--- config.mk ---
export PLATFORM = sky130hd
export DESIGN_NAME = gpu_lcd_scheduler
export DESIGN_NICKNAME = d
export VERILOG_FILES = /design/src/rtl/gpu_lcd_scheduler.sv
export SDC_FILE = /design/constraint.sdc
export NUM_CORES = 1
export LEC_CHECK = 0
export BUFFER_PORTS_ARGS = -buffer_cell sky130_fd_sc_hd__buf_2
export CORE_ASPECT_RATIO = 0.9
export CORE_UTILIZATION = 54
export DETAILED_ROUTE_END_ITERATION = 7
export GPL_TIMING_DRIVEN = 0
export PLACE_DENSITY = 0.79
export SETUP_SLACK_MARGIN = 0.1
export SLEW_MARGIN = 40
export SYNTH_ARGS = -nofsm -noshare
export SYNTH_HDL_FRONTEND = slang
export SYNTH_SLANG_ARGS = --single-unit
--- constraint.sdc ---
create_clock -name iClock -period 2.85 [get_ports iClock]
set_input_delay 0.1425 -clock iClock [delete_from_list [all_inputs] [get_ports iClock]]
set_output_delay 0.1425 -clock iClock [all_outputs]
set_load 0.03 [all_outputs]
--- src/rtl/gpu_lcd_scheduler.sv ---
// gpu_lcd_scheduler: per-dot LCD mode/line sequencer with scanline microcode handshake and STAT/VBlank interrupts
module gpu_lcd_scheduler #(
    parameter int DOTS_PER_LINE = 456,
    parameter int OAM_DOTS      = 80,
    parameter int VISIBLE_LINES = 144,
    parameter int TOTAL_LINES   = 154
) (
    input  logic       iClock,
    input  logic       iReset,
    input  logic       iLcdEnable,
    input  logic [7:0] iLyc,
    input  logic [3:0] iStatIntEn,
    input  logic       iUcodeDone,
    output logic       oUcodeStart,
    output logic [1:0] oMode,
    output logic [7:0] oLy,
    output logic [8:0] oDot,
    output logic       oCoincidence,
    output logic       oVBlankIrq,
    output logic       oStatIrq,
    output logic       oFrameStart,
    output logic       oOverrun
);
    localparam logic [8:0] DOT_LAST = 9'(DOTS_PER_LINE - 1);
    localparam logic [8:0] OAM_LAST = 9'(OAM_DOTS - 1);
    localparam logic [7:0] LY_VIS   = 8'(VISIBLE_LINES);
    localparam logic [7:0] LY_LAST  = 8'(TOTAL_LINES - 1);

    typedef enum logic [2:0] {S_OFF, S_OAM, S_XFER, S_HBLANK, S_VBLANK} state_t;

    state_t     state_q, state_d;
    logic [8:0] dot_q, dot_d;
    logic [7:0] ly_q, ly_d, ly_inc;
    logic [1:0] mode_q, mode_d;
    logic       start_q, start_d, vblank_q, vblank_d, frame_q, frame_d, overrun_q, overrun_d;
    logic       coin_q, coin_d, stat_q, stat_d, stat_irq_q, stat_irq_d;
    logic       line_end, last_line, done_ok, stat_now;
    state_t     adv_state;

    always_comb begin
        line_end  = dot_q == DOT_LAST;
        last_line = ly_q == LY_LAST;
        ly_inc    = last_line ? 8'd0 : ly_q + 8'd1;
        adv_state = (!last_line && ly_inc >= LY_VIS) ? S_VBLANK : S_OAM;
        // Done sampled in the launch cycle belongs to the previous line's engine, so it is dropped.
        done_ok   = iUcodeDone && !start_q;
        state_d   = state_q;
        dot_d     = line_end ? 9'd0 : dot_q + 9'd1;
        ly_d      = line_end ? ly_inc : ly_q;
        start_d   = 1'b0;
        vblank_d  = 1'b0;
        frame_d   = 1'b0;
        overrun_d = 1'b0;
        if (state_q == S_OFF) begin
            state_d = S_OAM;
            dot_d   = 9'd0;
            ly_d    = 8'd0;
            frame_d = 1'b1;
        end else if (line_end) begin
            state_d   = adv_state;
            vblank_d  = !last_line && ly_inc == LY_VIS;
            frame_d   = last_line;
            overrun_d = state_q == S_XFER && !done_ok;
        end else if (state_q == S_OAM && dot_q == OAM_LAST) begin
            state_d = S_XFER;
            start_d = 1'b1;
        end else if (state_q == S_XFER && done_ok) begin
            state_d = S_HBLANK;
        end
        if (!iLcdEnable) begin
            state_d   = S_OFF;
            dot_d     = 9'd0;
            ly_d      = 8'd0;
            start_d   = 1'b0;
            vblank_d  = 1'b0;
            frame_d   = 1'b0;
            overrun_d = 1'b0;
        end
        mode_d     = state_d == S_VBLANK ? 2'd1 :
                     state_d == S_OAM    ? 2'd2 :
                     state_d == S_XFER   ? 2'd3 : 2'd0;
        coin_d     = iLcdEnable && ly_d == iLyc;
        stat_now   = state_q != S_OFF &&
                     ((mode_q == 2'd0 && iStatIntEn[0]) || (mode_q == 2'd1 && iStatIntEn[1]) ||
                      (mode_q == 2'd2 && iStatIntEn[2]) || (coin_q && iStatIntEn[3]));
        stat_d     = iLcdEnable && stat_now;
        stat_irq_d = iLcdEnable && stat_now && !stat_q;
    end

    always_ff @(posedge iClock or posedge iReset) begin
        if (iReset) begin
            state_q    <= S_OFF;
            dot_q      <= 9'd0;
            ly_q       <= 8'd0;
            mode_q     <= 2'd0;
            start_q    <= 1'b0;
            vblank_q   <= 1'b0;
            frame_q    <= 1'b0;
            overrun_q  <= 1'b0;
            coin_q     <= 1'b0;
            stat_q     <= 1'b0;
            stat_irq_q <= 1'b0;
        end else begin
            state_q    <= state_d;
            dot_q      <= dot_d;
            ly_q       <= ly_d;
            mode_q     <= mode_d;
            start_q    <= start_d;
            vblank_q   <= vblank_d;
            frame_q    <= frame_d;
            overrun_q  <= overrun_d;
            coin_q     <= coin_d;
            stat_q     <= stat_d;
            stat_irq_q <= stat_irq_d;
        end
    end

    assign oUcodeStart  = start_q;
    assign oMode        = mode_q;
    assign oLy          = ly_q;
    assign oDot         = dot_q;
    assign oCoincidence = coin_q;
    assign oVBlankIrq   = vblank_q;
    assign oStatIrq     = stat_irq_q;
    assign oFrameStart  = frame_q;
    assign oOverrun     = overrun_q;
endmodule

# --- Yosys cells after proc, flatten, opt, wreduce, memory -nomap -nowiden ---
# Index checks and enable logic that the tools add are counted.
totals:
  ff_bits: 29
  output_inout_bits: 25
  elab_cells: 79
op_classes:
  n_addsub: 2
  order_cmp: 1
  n_eq_ne: 12
  mux: 29
  reduce_logical: 24
ops:
  columns: ["operator", "n"]
  rows:
  - ["$mux W8", 4]
  - ["$mux W9", 3]
  - ["$mux W3", 6]
  - ["$eq A8 B8 Y1 const B", 2]
  - ["$logic_and A1 B1 Y1", 14]
  - ["$mux W1", 13]
  - ["$add A9 B1 Y9 const B", 1]
  - ["$eq A9 B7 Y1 const B", 1]
  - ["$eq A9 B9 Y1 const B", 1]
  - ["$add A8 B1 Y8 const B", 1]
  - ["$eq A8 B8 Y1", 1]
  - ["$ge A8 B8 Y1 const B", 1]
  - ["$eq A3 B1 Y1 const B", 2]
  - ["$eq A3 B2 Y1 const B", 2]
  - ["$mux W2", 3]
  - ["$logic_not A1 Y1", 4]
  - ["$eq A3 B3 Y1 const B", 1]
  - ["$logic_not A3 Y1", 1]
  - ["$logic_or A1 B1 Y1", 3]
  - ["$reduce_bool A3 Y1", 1]
  - ["$eq A2 B1 Y1 const B", 1]
  - ["$eq A2 B2 Y1 const B", 1]
  - ["$logic_not A2 Y1", 1]

# --- Depth between registers and ports, before layout ---
logic_depth:
  depth_word: 12
  depth_mapped: 9
  depth_no_buf: 8

# --- Least setup slack after synthesis ---
# No wires, ideal clock.
synth_path:
  kind: "register to register"
  from: "register ly_q[1], in the netlist oLy[1]"
  to: "register coin_q, in the netlist oCoincidence"
  setup_time_ps: 96
  t_arrival_ps: 2321
  required_time_ps: 2754
  slack_ps: 434
  path_stages_with_launch: 9
  period_less_slack_ps: 2416
  path_cell_list: "dfrtp_1 inv_1 ha_1 nor4bb_1 nand3_1 a21oi_1 mux2_2 a221o_1 nor4_2"
synth_between:
  elab_chain_cells: 7
  elab_cells_between_ends: 8
synth_rtl:
  columns: ["element", "line_no", "source"]
  rows:
  - ["start, declared", "33", "logic [7:0] ly_q, ly_d, ly_inc;"]
  - ["start signal, assigned", "106", "ly_q <= ly_d;"]
  - ["$add A8 B1 Y8 / $eq A8 B8 Y1 (equally long branches)", "43, 42", null]
  - ["$mux W8", "43", "ly_inc = last_line ? 8'd0 : ly_q + 8'd1;"]
  - ["$mux W8 (*)", "49", "ly_d = line_end ? ly_inc : ly_q;"]
  - ["$mux W8 (*)", "54", "if (state_q == S_OFF) begin"]
  - ["$mux W8 (*)", "70", "if (!iLcdEnable) begin"]
  - ["$eq A8 B8 Y1 (*)", "82", "coin_d = iLcdEnable && ly_d == iLyc;"]
  - ["$logic_and A1 B1 Y1 (*)", "82", null]
  - ["net coin_d", "36", "logic coin_q, coin_d, stat_q, stat_d, stat_irq_q, stat_irq_d;"]
  - ["end signal, assigned", "112", "coin_q <= coin_d;"]
  - ["end, declared", "36", null]
# Mark *: on every way through the listed nets, which the timed path passes. The rest lies on a longest branch.

# --- Worst setup path in the final report ---
layout_path:
  from: "register state_q[2]"
  to: "register coin_q, in the netlist oCoincidence"
layout_between:
  elab_chain_cells: 5
layout_rtl:
  columns: ["element", "line_no", "source"]
  rows:
  - ["start, declared", "31", "state_t state_q, state_d;"]
  - ["start signal, assigned", "104", "state_q <= state_d;"]
  - ["$logic_not A3 Y1", "54", null]
  - ["$mux W8", "54", null]
  - ["$mux W8", "70", null]
  - ["net ly_d[1]", "33", null]
  - ["$eq A8 B8 Y1", "82", null]
  - ["$logic_and A1 B1 Y1", "82", null]
  - ["net coin_d", "36", null]
# The timed path passes the listed nets, and every way through them passes these cells.

==> qor.csv <==
metric,value,unit
cts-root-buf,clkbuf_8,
reg2reg_to,oCoincidence,
path_clk_slew,0.06,ns
grt_pass1_wl,8.20,mm
port_buffers,40,
die_w,64.2,um
grt_antenna_before_repair,0,
synthAdderAreaFrac,0.0199,
synth_xor_area_frac,0.0512,
power_leakage,1.00,nW
synthTopCellsByArea,"dfrtp_1 (39%), nor2_1 (5.4%), o21ai_0 (3.2%)",
cp-end-kind,flop,
synth-simple-area-share,0.260,
clock_skew,0.00449,ns
grt_max_degree,30,
cts_tree,built,
routed.top_layer,met4,
finalNetCount,281,
start_kind,flop,
worstHoldPathType,input pin to flop,
synth_ff_type,dfrtp_1,
avgViaCountPerCell,6.23,
start_util,0.591,
grt_pass1_vias,1754,
rows,19,
seq_area_frac_synth,0.386,
diodes,0,
synth-compound-area-share,0.209,
met3_length,364,um
drt_iter0_drc,141,
hold_viol_final,0,
grt_overflow_total,0,
areaGrowthSynthToFinish,22.2,%
synth_fp_nets,233,
finalSetupTns,0,ns
wire_per_inst,16.6,um
gp_congestion,0.926,
cp.arrival,2.79,ns
hp-start,iStatIntEn[3],
cp-startpoint,state_q[2],
vdd_ir_drop_max,0.467,mV
drive_gt1_frac,0.243,
finalSetupViolCount,0,
synthMuxAreaShare,0.0332,
powerDensity,401,nW/um^2
drt_wl_total,5.06,mm
via_count,1899,
reg2reg_from,state_q[2],
ctsHtreeMaxLevel,2,
wl_met1,2.33,mm
cts_buffers,5,
dieArea,3730,sq um
ctsLongestPathBuffers,2,
syn_area,1880,sq um
die_h,58.0,um
yosys.cell_types.count,51,
fmax,0.382,GHz
dp_hpwl,3.62,mm
synth_top_area_frac,0.386,
synth_top_family_by_area,simple AND/OR/NAND/NOR gates,
synth_seq_cells,29,
async_flop_share,1.00,
grt_usage,0.296,
critPathKind,flop to flop,
fin_crit_sh,0.918,
slew_headroom,0.546,
core_area,3190,sq um
ff2ff_setup_slack,0.23,ns
numClockSinks,29,
synth_top_cell_by_area,dfrtp_1,
ys_warn_count,0,
min_period,2.62,ns
dr.pass1.iters,4,
drv_cap,0,
rsz0062_at_grt,false,
rr_worst_depth,7,
syn_inst,214,
status,finished clean,
synth_edf_count,0,
crit_path_end,oCoincidence,
finalMaxSlewViolations,0,
clock_latency,0.28,ns
drc_errors,0,
avgSynthCellArea,8.79,sq um
worst_pin_slew,0.677,ns
final_antenna_net_count,0,
cp_max_fo,8,
top_level_ports,41,
power,0.922,mW
wl_met2,2.26,mm
cp.required,3.02,ns
## worst max-delay path: stages, from the launching register on
cell      delay, ns
dfrtp_1        0.32
clkbuf_1       0.28
o31a_1         0.43
nand4_1        0.36
o32ai_2        0.42
xor2_1         0.12
a221o_1        0.32
nor4_2         0.26
## metrics by stage
stage	hold slack, ns	cells	util	worst slack (ns)	area (sq um)
2_1_floorplan	0.221	214	-	0.434	1880
5_1_grt	0.188	305	0.722	0.148	2300
3_5_place_dp	0.239	296	0.672	0.129	2140
4_1_cts	0.160	305	0.711	0.116	2270
6_report	0.159	305	0.722	0.233	2300
3_3_place_gp	0.401	296	0.670	0.0946	2130
## Yosys cell counts (all sizes together) (2+ instances only)
cell and number:
a211oi 3, and2 3, clkbuf 12, nand3b 3, a31oi 4, xnor2 5, inv 7, nor3b 2
nand4 5, nand2 12, nand4b 2, nor2b 3, a221o 2, mux2 2, and3 6, mux2i 4
nor4 5, a21o 2, a21oi 8, ha 3, nand3 6, o2111ai 2, nor3 9, nor2 27
o21ai 12, xor2 6, a221oi 3, dfrtp 29, o31a 2, nand2b 4, o32ai 3, o31ai 3
## logic make-up after synthesis
kind of cell               after synthesis
muxes                                    6
xor gates and xnor gates                11
AOI/OAI and AO/OA                       53
and+or+nand+nor                         92
adders and majority gates                3
buffers and inverters                   20
DFF                                     29
## metal layers
metal  vias up  global-route usage
met5         -                   0
met4         0               0.133
met3        12              0.0807
met2        85               0.450
met1       912               0.398
li1        890                   -
## worst min path at each step
stage / depth (start not counted) / to / slack, ns
after floorplan: 1 / oCoincidence / 0.22
after global placement: 1 / oStatIrq / 0.40
after detailed placement: 2 / oFrameStart / 0.24
after CTS: 4 / oOverrun / 0.16
after global routing: 3 / stat_q / 0.19
final: 3 / stat_q / 0.16
## layout make-up
type / instances / area (sq um)
buffer: 13 / 53.8
clock buffer: 7 / 86.3
clock inverter: 1 / 30.0
fill: 274 / 886
inverter: 7 / 26.3
multi-input combinational: 165 / 1110
sequential: 29 / 726
tap: 42 / 52.6
timing repair buffer: 41 / 210
## repair_timing
action	4_1_cts	5_1_grt
gates resized for setup	0	11
hold endpoints to repair	29	0
setup endpoints to repair	0	2
hold buffers	1	0
buffers inserted	0	0
## sequential cells by signal, summed over array words and instances (netlist names), 2 cells and up
name / flops
oMode: 2
oDot: 9
state_q: 3
oLy: 8
## power breakdown
group / switching, mW / internal (mW)
clock: 0.147 / 0.284
combinational: 0.0454 / 0.0245
sequential: 0.00388 / 0.417
total: 0.197 / 0.725
## placed cells by master (no fill, tap or decap), types with 5 or more instances in the layout
| master | synthesis | final |
|---|---|---|
| clkbuf_1 | 12 | 10 |
| o21ai_0 | 12 | 12 |
| buf_2 | 1 | 41 |
| dfrtp_1 | 29 | 29 |
| nor2_1 | 27 | 26 |
| nand2_1 | 12 | 12 |
| and3_1 | 6 | 6 |
| xnor2_1 | 5 | 5 |
| inv_1 | 7 | 6 |
| clkbuf_8 | 0 | 6 |
| nor3_1 | 9 | 9 |
| nand4_1 | 5 | 5 |
| xor2_1 | 6 | 6 |
| nand3_1 | 6 | 6 |
| a21oi_1 | 8 | 8 |
Power figures use the tool's default switching activity.
